`config.mk`:
```
export PLATFORM = sky130hd
export DESIGN_NAME = led_mode_sched
export DESIGN_NICKNAME = d
export VERILOG_FILES = /design/src/rtl/led_pkg.sv /design/src/rtl/led_tick_gen.sv /design/src/rtl/led_mode_sched.sv
export SDC_FILE = /design/constraint.sdc
export NUM_CORES = 1
export LEC_CHECK = 0
export CAP_MARGIN = 25
export CORE_MARGIN = 2
export CORE_UTILIZATION = 63
export CTS_CLUSTER_DIAMETER = 80
export DETAILED_ROUTE_END_ITERATION = 10
export DONT_BUFFER_PORTS = 1
export GPL_ROUTABILITY_DRIVEN = 0
export PLACE_DENSITY = 0.76
export SLEW_MARGIN = 20
export SYNTH_ARGS = -nofsm -noshare
export SYNTH_HDL_FRONTEND = slang
export SYNTH_HIERARCHICAL = 1
export SYNTH_SLANG_ARGS = --single-unit
```
`constraint.sdc`:
```
create_clock -name sys_clk -period 4.4 [get_ports sys_clk]
set_input_delay 1.32 -clock sys_clk [delete_from_list [all_inputs] [get_ports sys_clk]]
set_output_delay 1.32 -clock sys_clk [all_outputs]
set_load 0.02 [all_outputs]
```
`src/rtl/led_pkg.sv`:
```
// -----------------------------------------------------------------------------
// led_pkg
// Shared definitions for the LED shifter controller: mode and ping-pong
// direction encodings, the speed-level type, the pattern each mode starts
// from, and a helper that advances a mode by one (wrapping 3 -> 0).
// -----------------------------------------------------------------------------
package led_pkg;

    typedef enum logic [1:0] {
        MODE_FLOW_L = 2'd0,
        MODE_FLOW_R = 2'd1,
        MODE_PING   = 2'd2,
        MODE_BLINK  = 2'd3
    } mode_e;

    typedef enum logic {
        DIR_LEFT  = 1'b0,
        DIR_RIGHT = 1'b1
    } dir_e;

    typedef logic [1:0] speed_t;

    localparam logic [7:0] PAT_FLOW_L = 8'h01;
    localparam logic [7:0] PAT_FLOW_R = 8'h80;
    localparam logic [7:0] PAT_PING   = 8'h01;
    localparam logic [7:0] PAT_BLINK  = 8'hFF;

    function automatic logic [7:0] init_pattern(input mode_e m);
        logic [7:0] pat;
        case (m)
            MODE_FLOW_L: pat = PAT_FLOW_L;
            MODE_FLOW_R: pat = PAT_FLOW_R;
            MODE_PING:   pat = PAT_PING;
            default:     pat = PAT_BLINK;
        endcase
        return pat;
    endfunction

    function automatic mode_e next_mode(input mode_e m);
        logic [1:0] nxt;
        nxt = m + 2'd1;
        return mode_e'(nxt);
    endfunction

endpackage

```
`src/rtl/led_tick_gen.sv`:
```
// -----------------------------------------------------------------------------
// led_tick_gen
// Prescaler and speed-level register. Produces a single-cycle step strobe
// every (TICK_BASE+1) << speed cycles while not paused.
//   sys_clk    in   system clock
//   sys_rst_n  in   synchronous reset, active HIGH despite the name
//   speed_req  in   pulse: advance speed level, clear the prescaler
//   pause      in   level: freeze the prescaler
//   speed      out  current speed level
//   step       out  combinational strobe, high in the cycle the count hits limit
// -----------------------------------------------------------------------------
module led_tick_gen
    import led_pkg::*;
#(
    parameter logic [26:0] TICK_BASE = 27'd24_999_999,
    parameter int          CNT_W     = 30
) (
    input  logic   sys_clk,
    input  logic   sys_rst_n,
    input  logic   speed_req,
    input  logic   pause,
    output speed_t speed,
    output logic   step
);

    localparam logic [CNT_W-1:0] PERIOD0 = CNT_W'(TICK_BASE) + CNT_W'(1);

    logic [CNT_W-1:0] cnt_q, cnt_d;
    logic [CNT_W-1:0] limit;
    speed_t           speed_q, speed_d;
    logic             at_limit;

    // NOTE: every signal assigned here gets a default first, so no path
    // leaves a value unassigned and no latch is inferred.
    always_comb begin
        limit    = (PERIOD0 << speed_q) - CNT_W'(1);
        at_limit = (cnt_q == limit);
        // A speed change restarts the period, so it suppresses the step.
        step     = at_limit && !pause && !speed_req;
        cnt_d    = cnt_q;
        speed_d  = speed_q;
        if (speed_req) begin
            speed_d = speed_q + 2'd1;
            cnt_d   = '0;
        end else if (!pause) begin
            cnt_d = at_limit ? '0 : cnt_q + CNT_W'(1);
        end
    end

    // NOTE: non-blocking assignments for all state so every flop samples the
    // pre-edge values regardless of statement order.
    always_ff @(posedge sys_clk) begin
        if (sys_rst_n) begin
            cnt_q   <= '0;
            speed_q <= '0;
        end else begin
            cnt_q   <= cnt_d;
            speed_q <= speed_d;
        end
    end

    assign speed = speed_q;

endmodule

```
`src/rtl/led_mode_sched.sv`:
```
// -----------------------------------------------------------------------------
// led_mode_sched
// LED shifter controller. Holds the mode register, the pending-mode request,
// the ping-pong direction flag and the pattern register; the step timing
// comes from led_tick_gen.
//   sys_clk    in   system clock
//   sys_rst_n  in   synchronous reset, active HIGH despite the name
//   mode_req   in   pulse: advance mode at the next step
//   speed_req  in   pulse: advance speed level immediately
//   pause      in   level: freeze prescaler and pattern
//   led_out    out  registered LED pattern
//   mode       out  current mode (FLOW_L, FLOW_R, PING, BLINK)
//   speed      out  current speed level
//   tick       out  registered pulse, high while led_out shows a new value
// -----------------------------------------------------------------------------
module led_mode_sched
    import led_pkg::*;
#(
    parameter logic [26:0] TICK_BASE = 27'd24_999_999,
    parameter int          CNT_W     = 30
) (
    input  logic       sys_clk,
    input  logic       sys_rst_n,
    input  logic       mode_req,
    input  logic       speed_req,
    input  logic       pause,
    output logic [7:0] led_out,
    output logic [1:0] mode,
    output logic [1:0] speed,
    output logic       tick
);

    logic       step;
    mode_e      mode_q, mode_d;
    mode_e      pend_mode_q, pend_mode_d;
    logic       pend_v_q, pend_v_d;
    dir_e       dir_q, dir_d;
    logic [7:0] led_q, led_d;
    logic       tick_q, tick_d;
    mode_e      req_mode;
    mode_e      target_mode;
    logic       pend_any;

    led_tick_gen #(
        .TICK_BASE (TICK_BASE),
        .CNT_W     (CNT_W)
    ) u_tick_gen (
        .sys_clk   (sys_clk),
        .sys_rst_n (sys_rst_n),
        .speed_req (speed_req),
        .pause     (pause),
        .speed     (speed),
        .step      (step)
    );

    always_comb begin
        // Requests accumulate on top of whatever is already pending; a
        // request coinciding with the step is folded in here directly.
        req_mode    = next_mode(pend_v_q ? pend_mode_q : mode_q);
        pend_any    = pend_v_q || mode_req;
        target_mode = mode_req ? req_mode : pend_mode_q;

        mode_d      = mode_q;
        pend_mode_d = pend_mode_q;
        pend_v_d    = pend_v_q;
        dir_d       = dir_q;
        led_d       = led_q;
        tick_d      = 1'b0;

        if (step) begin
            tick_d = 1'b1;
            if (pend_any) begin
                // A mode change loads the start pattern instead of shifting.
                mode_d   = target_mode;
                pend_v_d = 1'b0;
                led_d    = init_pattern(target_mode);
                dir_d    = DIR_LEFT;
            end else begin
                case (mode_q)
                    MODE_FLOW_L: led_d = {led_q[6:0], led_q[7]};
                    MODE_FLOW_R: led_d = {led_q[0], led_q[7:1]};
                    MODE_PING: begin
                        if (dir_q == DIR_LEFT) begin
                            led_d = {led_q[6:0], 1'b0};
                            if (led_d == 8'h80) dir_d = DIR_RIGHT;
                        end else begin
                            led_d = {1'b0, led_q[7:1]};
                            if (led_d == 8'h01) dir_d = DIR_LEFT;
                        end
                    end
                    default:     led_d = ~led_q;
                endcase
            end
        end else if (mode_req) begin
            pend_mode_d = req_mode;
            pend_v_d    = 1'b1;
        end
    end

    always_ff @(posedge sys_clk) begin
        if (sys_rst_n) begin
            mode_q      <= MODE_FLOW_L;
            pend_mode_q <= MODE_FLOW_L;
            pend_v_q    <= 1'b0;
            dir_q       <= DIR_LEFT;
            led_q       <= PAT_FLOW_L;
            tick_q      <= 1'b0;
        end else begin
            mode_q      <= mode_d;
            pend_mode_q <= pend_mode_d;
            pend_v_q    <= pend_v_d;
            dir_q       <= dir_d;
            led_q       <= led_d;
            tick_q      <= tick_d;
        end
    end

    assign led_out = led_q;
    assign mode    = mode_q;
    assign tick    = tick_q;

endmodule

```
# Word-level counts from Yosys, hierarchy flattened
# Index checks and enable logic that the tools add are counted.
# totals
reg_bits	47
output_inout_bits	13
word_cells	52
# op_classes
muxes	16
bitwise	1
eq_ne	8
add_sub_neg	4
n_shift	1
n_reduce_logical	14
# ops
op	n
adder 30 x 1 -> 30 bit (second input constant)	1
equality test 30 bit	1
two-way mux 30 bit	1
left shift 25 x 2 -> 30 bit (first input constant)	1
subtractor 30 x 1 -> 30 bit (second input constant)	1
one-hot mux 8 bit (3 select lines)	1
two-way mux 8 bit	2
one-hot mux 8 bit (2 select lines)	1
two-way mux 1 bit	9
NOT 8 bit	1
equality test 7 x 1 -> 1 bit (second input constant)	1
equality test 7 bit (second input constant)	1
AND reduction 2 bit	3
adder 2 x 1 -> 2 bit (second input constant)	2
equality test 2 x 1 -> 1 bit (second input constant)	2
equality test 2 bit (second input constant)	2
zero test 2 bit	2
two-way mux 2 bit	2
nonzero test 2 bit	2
OR reduction 2 bit	2
logical AND 1 bit	2
zero test 1 bit	2
!= test 2 x 1 -> 1 bit (second input constant)	1
logical OR 1 bit	1

# Depth between registers and ports, before layout
# Gate-level depths: netlist of run 1.
# depth
depth_word	7
mapped_depth	11

# Cells and area by module
# Netlist of run 1, hierarchy kept.
# modules_own_cells
mod	area_per_inst_um2	cells_each	n_inst
led_tick_gen	1800.5	207	1
led_mode_sched	989.7	118	1

# Worst setup path after synthesis of run 1
# Ideal clock, no wire load.
# synth_timing
kind	in2reg
start	in pause
end	reg mode_q[0] (netlist: mode[0])
setup_slack_ns	1.129
path_buffers	1
t_required_ns	4.272
stages	9
t_arrival_ns	3.144
setup_ns	0.128
path_cell_list	nand3b_1 -> nor2_1 -> nand4_1 -> or4_1 -> nor2_1 -> clkbuf_1 -> nand2_1 -> a22oi_1 -> nor2_1
# synth_between
elab_chain_cells	4
# synth_rtl
item	line_no	rtl
start, declared	led_mode_sched.sv:26	input logic pause,
zero test 1 bit	led_tick_gen.sv:39	step = at_limit && !pause && !speed_req;
logical AND 1 bit (2 in series)	led_tick_gen.sv:39	
named net step	led_mode_sched.sv:33	logic step;
AND reduction 2 bit (no source line)	--	
end signal, assigned	led_mode_sched.sv:109	mode_q <= mode_d;
end, declared	led_mode_sched.sv:34	mode_e mode_q, mode_d;
# The timed path passes the listed nets, and every way through them passes these cells.
# A chain may end at the register's enable or synchronous reset.

# Worst setup path after layout of run 1
# layout_timing
start	reg u_tick_gen.speed_q[0] (netlist: u_tick_gen/speed[0])
end	reg dir_q
# layout_between
elab_chain_cells	6
# layout_rtl
item	line_no	rtl
start, declared	led_tick_gen.sv:30	speed_t speed_q, speed_d;
start signal, assigned	led_tick_gen.sv:58	speed_q <= speed_d;
left shift 25 x 2 -> 30 bit	led_tick_gen.sv:36	limit = (PERIOD0 << speed_q) - CNT_W'(1);
subtractor 30 x 1 -> 30 bit	led_tick_gen.sv:36	
equality test 30 bit	led_tick_gen.sv:37	at_limit = (cnt_q == limit);
logical AND 1 bit (2 in series)	led_tick_gen.sv:39	
named net step	led_mode_sched.sv:33	
AND reduction 2 bit (no source line)	--	
end signal, assigned	led_mode_sched.sv:112	dir_q <= dir_d;
end, declared	led_mode_sched.sv:37	dir_e dir_q, dir_d;
# The timed path passes the listed nets, and every way through them passes these cells.

==> results of run 1 <==
-- layer usage --
metal,wire length [um],global-route usage,vias to the layer above
li1,-,-,1154
met1,2709,0.3062,1083
met2,2760,0.4182,40
met3,177,0.05128,8
met4,85,0.08805,0
met5,0,0,-
-- area by class of cell --
class | instances | area [um2]
multi-input cells | 254 | 1735
fillers | 369 | 1450
flip-flops and latches | 47 | 940.9
clock buffers | 6 | 82.58
well taps | 52 | 65.06
repair buffers | 3 | 22.52
inverters | 6 | 22.52
clock inverters | 1 | 5.005
-- flip-flops by register name (all words and copies together) (netlist names) --
signal            cells
tick                  1
dir_q                 1
mode                  2
pend_mode_q           2
u_tick_gen/speed      2
pend_v_q              1
led_out               8
u_tick_gen/cnt_q     30
-- power groups by stage --
stage                     combinational (mW)  clock (mW)  sequential (mW)
final                                 0.0528       0.260            0.441
after global routing                  0.0589       0.280            0.442
after CTS                             0.0527       0.267            0.441
after detailed placement              0.0526           0            0.451
after global placement                0.0520           0            0.451
after floorplan                       0.0481           0            0.447
-- per-stage QoR --
step | utilization | std cells
floorplan | - | 325
global placement | 0.6444 | 362
detailed placement | 0.6444 | 362
CTS | 0.6646 | 369
global route | 0.6646 | 369
finish | 0.6646 | 369
-- cell usage after synthesis (all sizes together) (2+ instances only) --
cell type | instances | area [um2]
a211o | 2 | 17.52
a211oi | 7 | 52.55
a21oi | 8 | 40.04
a31oi | 10 | 62.56
and2 | 4 | 25.03
and3 | 6 | 38.79
buf | 12 | 80.07
clkbuf | 6 | 22.52
dfxtp | 47 | 940.9
ha | 9 | 112.6
inv | 6 | 22.52
mux2 | 5 | 56.30
mux2i | 6 | 60.06
nand2 | 16 | 60.06
nand2b | 6 | 37.54
nand3 | 6 | 47.55
nand3b | 3 | 22.52
nand4 | 13 | 93.84
nand4b | 2 | 17.52
nor2 | 57 | 214.0
nor2b | 2 | 12.51
nor3 | 9 | 56.31
nor3b | 3 | 22.52
nor4 | 4 | 25.02
o211ai | 2 | 15.01
o21ai | 6 | 30.03
o221ai | 7 | 61.31
o22a | 6 | 60.06
o22ai | 2 | 12.51
o31ai | 2 | 15.01
or2 | 2 | 12.51
or3 | 2 | 12.51
or4 | 3 | 22.52
xnor2 | 11 | 96.34
xor2 | 23 | 201.4
-- worst register-to-register path: stages, from the launching register on --
cell and delay [ps]:
dfxtp_1 640, inv_1 190, ha_1 300, nor4_1 360, xnor2_1 160, o211ai_1 170
or4_1 460, nor2_1 340, nand4bb_1 140, nor4_1 270, a31oi_1 150, nor4_1 190
-- worst max-delay path by stage --
| stage | slack, ps | start | cells past startpoint | end |
|---|---|---|---|---|
| final | 940 | u_tick_gen/speed[0] | 11 | dir_q |
| after global routing | 530 | u_tick_gen/speed[0] | 11 | dir_q |
| after CTS | 980 | u_tick_gen/speed[0] | 11 | dir_q |
| after detailed placement | 770 | pause | 9 | dir_q |
| after global placement | 890 | pause | 9 | mode[1] |
| after floorplan | 1130 | pause | 9 | mode[0] |
-- cell families after synthesis --
kind of cell,count (synthesis)
compound gates,59
flops,47
buf+inv,24
simple gates,140
mux,12
fa+ha+maj,9
xor+xnor,34
-- placed cells by master (no fill, tap or decap), types with 3 or more instances in the layout --
cell type | netlist | final
nor2_1 | 57 | 57
dfxtp_1 | 47 | 47
xor2_1 | 23 | 23
nand2_1 | 16 | 16
xnor2_1 | 11 | 11
nand4_1 | 11 | 11
a31oi_1 | 10 | 10
ha_1 | 9 | 9
a21oi_1 | 8 | 8
nor3_1 | 8 | 8
o221ai_1 | 7 | 7
a211oi_1 | 7 | 7
inv_1 | 6 | 6
nand2b_1 | 6 | 6
mux2i_1 | 6 | 6
o22a_2 | 6 | 6
o21ai_0 | 6 | 6
clkbuf_8 | 0 | 6
and3_1 | 5 | 5
mux2_2 | 5 | 5
nor4_1 | 4 | 4
nand3_1 | 4 | 4
nor3b_1 | 3 | 3
buf_4 | 3 | 3
nand3b_1 | 3 | 3
and2_1 | 3 | 3
or4_1 | 3 | 3
==> impl_metrics.env, run 1 <==
export IMPL_crit_arrival_ps=3670
export IMPL_power_leakage_nw=0.9983
export IMPL_clock_sinks=47
export IMPL_timing_final_crit_share=0.7867
export IMPL_critPathCaptureType="flip-flop"
export IMPL_cts_made_buffers=5
export IMPL_wirelength_mm=5.733
export IMPL_cts_resized=0
export IMPL_clk_pin_slew_ps=80
export IMPL_worst_path_max_delay_cell="dfxtp_1"
export IMPL_power_frac_seq=0.585
export IMPL_cpMostUsedCell="nor4_1"
export IMPL_synth_edf_count=0
export IMPL_r2r_end="dir_q"
export IMPL_clkPwrFrac=0.345
export IMPL_first_global_vias=2194
export IMPL_worstPathRequired_ps=4610
export IMPL_antenna_found_initial=0
export IMPL_drt_iter0_markers=127
export IMPL_async_reset_ff_frac=0
export IMPL_r2r_slack_ps=940
export IMPL_synth_cell_type_count=53
export IMPL_switchingPower_mw=0.1767
export IMPL_die_h_um=70.55
export IMPL_cts_tree="done"
export IMPL_crit_fanout=9
export IMPL_fp_dieArea_mm2=0.004977
export IMPL_min_period_ps=3462
export IMPL_vias=2285
export IMPL_synthFlopType="dfxtp_1"
export IMPL_grtUsageTotal=0.2443
export IMPL_dp_slack_ps=771.8
export IMPL_yosys_warnings=6
export IMPL_synth_xor_area_frac=0.1067
export IMPL_syn_avg_cell_area_um2=8.585
export IMPL_grt_pass1_wl_mm=9.991
export IMPL_synth_seq_area_share=0.3372
export IMPL_hp_start="u_tick_gen/cnt_q[21]"
export IMPL_hold_path_class="reg2reg"
export IMPL_holdPathStages=2
export IMPL_power_mw=0.7538
export IMPL_critPathMaxStageDelay_ps=640
export IMPL_dr_pass1_iters=4
export IMPL_insertion_delay_ps=290
export IMPL_coreArea_mm2=0.004324
export IMPL_r2r_start="u_tick_gen/speed[0]"
export IMPL_avgViaCountPerCell=6.192
export IMPL_finalSetupViolCount=0
export IMPL_rsz0062_at_grt="no"
export IMPL_slew_headroom=0.3838
export IMPL_h_tree_depth=2
export IMPL_syn_inst=325
export IMPL_muxShareOfSynthArea=0.04978
export IMPL_fmax_ghz=0.2889
export IMPL_comb_power_share=0.070
export IMPL_cts_root_buf="clkbuf_8"
export IMPL_outcome="finished, final reports clean"
export IMPL_die_w_um=70.55
export IMPL_drc=0
export IMPL_rr_worst_depth=11
export IMPL_tns_ps=0
export IMPL_synth_fa_ha_area_frac=0.04036
export IMPL_crit_chain="inv_1 > ha_1 > nor4_1 > xnor2_1 > o211ai_1 > or4_1 > nor2_1 > nand4bb_1 > nor4_1 > a31oi_1 > nor4_1"
export IMPL_drive_above_1_share=0.1009
export IMPL_cap_violations=0
export IMPL_synth_top_family_by_area="simple AND/OR/NAND/NOR gates"
export IMPL_worst_pin_slew_ps=923.0
export IMPL_holdWs_ps=536.1
export IMPL_antennaDiodeCount=0
export IMPL_synth_compound_area_frac=0.1556
export IMPL_finalInstanceArea_mm2=0.002874
export IMPL_ant_nets=0
export IMPL_synth_simple_area_share=0.2655
export IMPL_overflow=0
export IMPL_cts_setup_buffers=0
export IMPL_hpwlAfterDp_mm=4.000
export IMPL_core_rowCount=24
export IMPL_hold_buffers=0
export IMPL_fin_ws_ps=938.3
export IMPL_postSynthRegisterBits=47
export IMPL_hold_end="u_tick_gen/cnt_q[21]"
export IMPL_nets=331
export IMPL_internal_power_mw=0.5771
export IMPL_netSwitchingFraction=0.2345
export IMPL_peakVddDrop_mv=0.1679
export IMPL_crit_path_start_kind="flip-flop"
export IMPL_grt_max_degree=31
export IMPL_powerDensity_mw_per_mm2=262.3
export IMPL_drv_slew=0
export IMPL_area_growth_pct=3.005
export IMPL_clock_path_buffers=2
export IMPL_ios=18
export IMPL_finClkSkew_ps=6.691
export IMPL_place_area_mm2=0.002786
export IMPL_initial_core_util=0.6453
export IMPL_netlist_area_mm2=0.002790
export IMPL_syn_nets=339
export IMPL_routedWlPerCell_um=15.54
export IMPL_cp_num_buf_inv=1
export IMPL_path_delay_family="simple AND/OR/NAND/NOR gates"
export IMPL_hold_viol=0
export IMPL_portBuffers=0
export IMPL_crit_type="reg2reg"
Power figures use the tool's default switching activity.
==> run 2, diff against run 1 <==
==> constraint.sdc (replaced) <==
create_clock -name sys_clk -period 3.6 [get_ports sys_clk]
set_input_delay 1.08 -clock sys_clk [delete_from_list [all_inputs] [get_ports sys_clk]]
set_output_delay 1.08 -clock sys_clk [all_outputs]
set_load 0.02 [all_outputs]
==> run 2 against run 1 <==
Clock power grew 56%. Power rose by 34%. Register-to-register slack got worse by 450 ps.
==> impl_metrics.env, run 2 (synthesized netlist as in run 1, its figures left out) <==
export IMPL_outcome="finished, final reports clean"
export IMPL_portBuffers=0
export IMPL_crit_fanout=4
export IMPL_coreArea_mm2=0.004324
export IMPL_die_h_um=70.55
export IMPL_initial_core_util=0.6453
export IMPL_cts_resized=0
export IMPL_min_period_ps=3113
export IMPL_cts_tree="done"
export IMPL_nets=335
export IMPL_power_mw=1.012
export IMPL_fmax_ghz=0.3213
export IMPL_antennaDiodeCount=0
export IMPL_routedWlPerCell_um=15.63
export IMPL_hold_buffers=0
export IMPL_insertion_delay_ps=300
export IMPL_rsz0062_at_grt="no"
export IMPL_layout_common_cells="nor2_1 (57), dfxtp_1 (47), xor2_1 (23)"
export IMPL_timing_final_crit_share=0.8647
export IMPL_drive_above_1_share=0.1149
export IMPL_worst_pin_slew_ps=925.2
export IMPL_final_common_cell="nor2_1"
export IMPL_seq_area_um2=940.9
export IMPL_finClkSkew_ps=9.728
export IMPL_power_leakage_nw=1.033
export IMPL_die_w_um=70.55
export IMPL_slew_headroom=0.3823
export IMPL_power_frac_seq=0.527
export IMPL_critPathCaptureType="flip-flop"
export IMPL_hold_path_class="reg2reg"
export IMPL_core_rowCount=24
export IMPL_worstPathRequired_ps=3810
export IMPL_post_route_util=0.6785
export IMPL_netSwitchingFraction=0.2265
export IMPL_peakVddDrop_mv=0.1783
export IMPL_regMostFlops="u_tick_gen/cnt_q"
export IMPL_rr_worst_depth=11
export IMPL_h_tree_depth=2
export IMPL_ios=18
export IMPL_grt_max_degree=24
export IMPL_finalSetupViolCount=0
export IMPL_critPathMaxStageDelay_ps=470
export IMPL_drc=0
export IMPL_comb_power_share=0.072
export IMPL_holdPathStages=2
export IMPL_worst_path_max_delay_cell="dfxtp_1"
export IMPL_hold_viol=0
export IMPL_fill_cells=363
export IMPL_clkPwrFrac=0.400
export IMPL_fp_dieArea_mm2=0.004977
export IMPL_area_growth_pct=5.157
export IMPL_crit_chain="inv_1 > ha_1 > nor4_1 > xnor2_1 > o211ai_1 > or4_1 > nor2_1 > nand4bb_1 > nor4_1 > a31oi_1 > nor4_1"
export IMPL_drv_slew=0
export IMPL_overflow=0
export IMPL_cts_setup_buffers=0
export IMPL_internal_power_mw=0.7829
export IMPL_crit_arrival_ps=3330
export IMPL_multi_input_area_mm2=0.001735
export IMPL_grtUsageTotal=0.2445
export IMPL_largest_register_ffs=30
export IMPL_vias=2311
export IMPL_r2r_start="u_tick_gen/speed[0]"
export IMPL_clk_pin_slew_ps=90
export IMPL_dr_pass1_iters=4
export IMPL_ant_nets=0
export IMPL_powerDensity_mw_per_mm2=345.0
export IMPL_hold_end="u_tick_gen/cnt_q[21]"
export IMPL_r2r_slack_ps=490
export IMPL_cts_made_buffers=5
export IMPL_antenna_found_initial=0
export IMPL_hp_start="u_tick_gen/cnt_q[21]"
export IMPL_wirelength_mm=5.845
export IMPL_drt_iter0_markers=185
export IMPL_hpwlAfterDp_mm=4.088
export IMPL_switchingPower_mw=0.2293
export IMPL_tns_ps=0
export IMPL_first_global_vias=2169
export IMPL_cts_root_buf="clkbuf_8"
export IMPL_clock_path_buffers=2
export IMPL_grt_pass1_wl_mm=9.942
export IMPL_crit_type="reg2reg"
export IMPL_crit_path_start_kind="flip-flop"
export IMPL_clock_sinks=47
export IMPL_avgViaCountPerCell=6.179
export IMPL_r2r_end="dir_q"
export IMPL_cap_violations=0
export IMPL_cpMostUsedCell="nor4_1"
[run 2: changes by cell type in the layout (fill, tap and decap cells not counted)]
cell       previous run  this run
bufinv_16             0         1
buf_4                 3         7
[run 2: critical path, delay by kind of cell, from the launching register on]
| family | cells | cell delay, ps |
|---|---|---|
| simple gates | 6 | 1650 |
| flops | 1 | 470 |
| compound gates | 2 | 290 |
| fa+ha+maj | 1 | 290 |
| xor+xnor | 1 | 160 |
| buf+inv | 1 | 150 |
[run 2: cell type report]
cell class | count | share of cell area
multi-input cells | 254 | 0.5915
flip-flops and latches | 47 | 0.3207
clock buffers | 6 | 0.02815
well taps | 52 | 0.02217
repair buffers | 7 | 0.01791
clock inverters | 2 | 0.01194
inverters | 6 | 0.007676
[run 2: worst max-delay path by stage]
stage / endpoint / slack, ps / depth (start not counted) / startpoint
floorplan: mode[0] / 570 / 9 / pause
global placement: dir_q / 400 / 9 / pause
detailed placement: dir_q / 320 / 9 / pause
CTS: dir_q / 500 / 11 / u_tick_gen/speed[0]
global route: dir_q / 250 / 11 / u_tick_gen/speed[0]
finish: dir_q / 490 / 11 / u_tick_gen/speed[0]
[run 2: power by group through the flow]
stage	registers (mW)	logic, mW	clock network [mW]
floorplan	0.547	0.0587	0
global placement	0.546	0.0716	0
detailed placement	0.546	0.0733	0
CTS	0.534	0.0738	0.416
global route	0.535	0.0809	0.435
finish	0.534	0.0732	0.405
[run 2: through the flow]
stage                     worst slack [ps]  hold slack, ps  cell area (um2)  instances
after floorplan                      568.5           482.4             2790        325
after global placement               399.6           506.8             2816        366
after detailed placement             315.2           519.5             2816        366
after CTS                            504.0           532.4             2934        374
after global routing                 250.0           588.7             2934        374
final                                487.2           529.5             2934        374
[run 2: routing by layer]
| layer | global-route usage | up-vias | wire [um] |
|---|---|---|---|
| met3 | 0.06125 | 4 | 234 |
| met4 | 0.07547 | 0 | 21 |
| met1 | 0.2911 | 1096 | 2601 |
| met2 | 0.4350 | 46 | 2988 |
| li1 | - | 1165 | - |
| met5 | 0 | - | 0 |
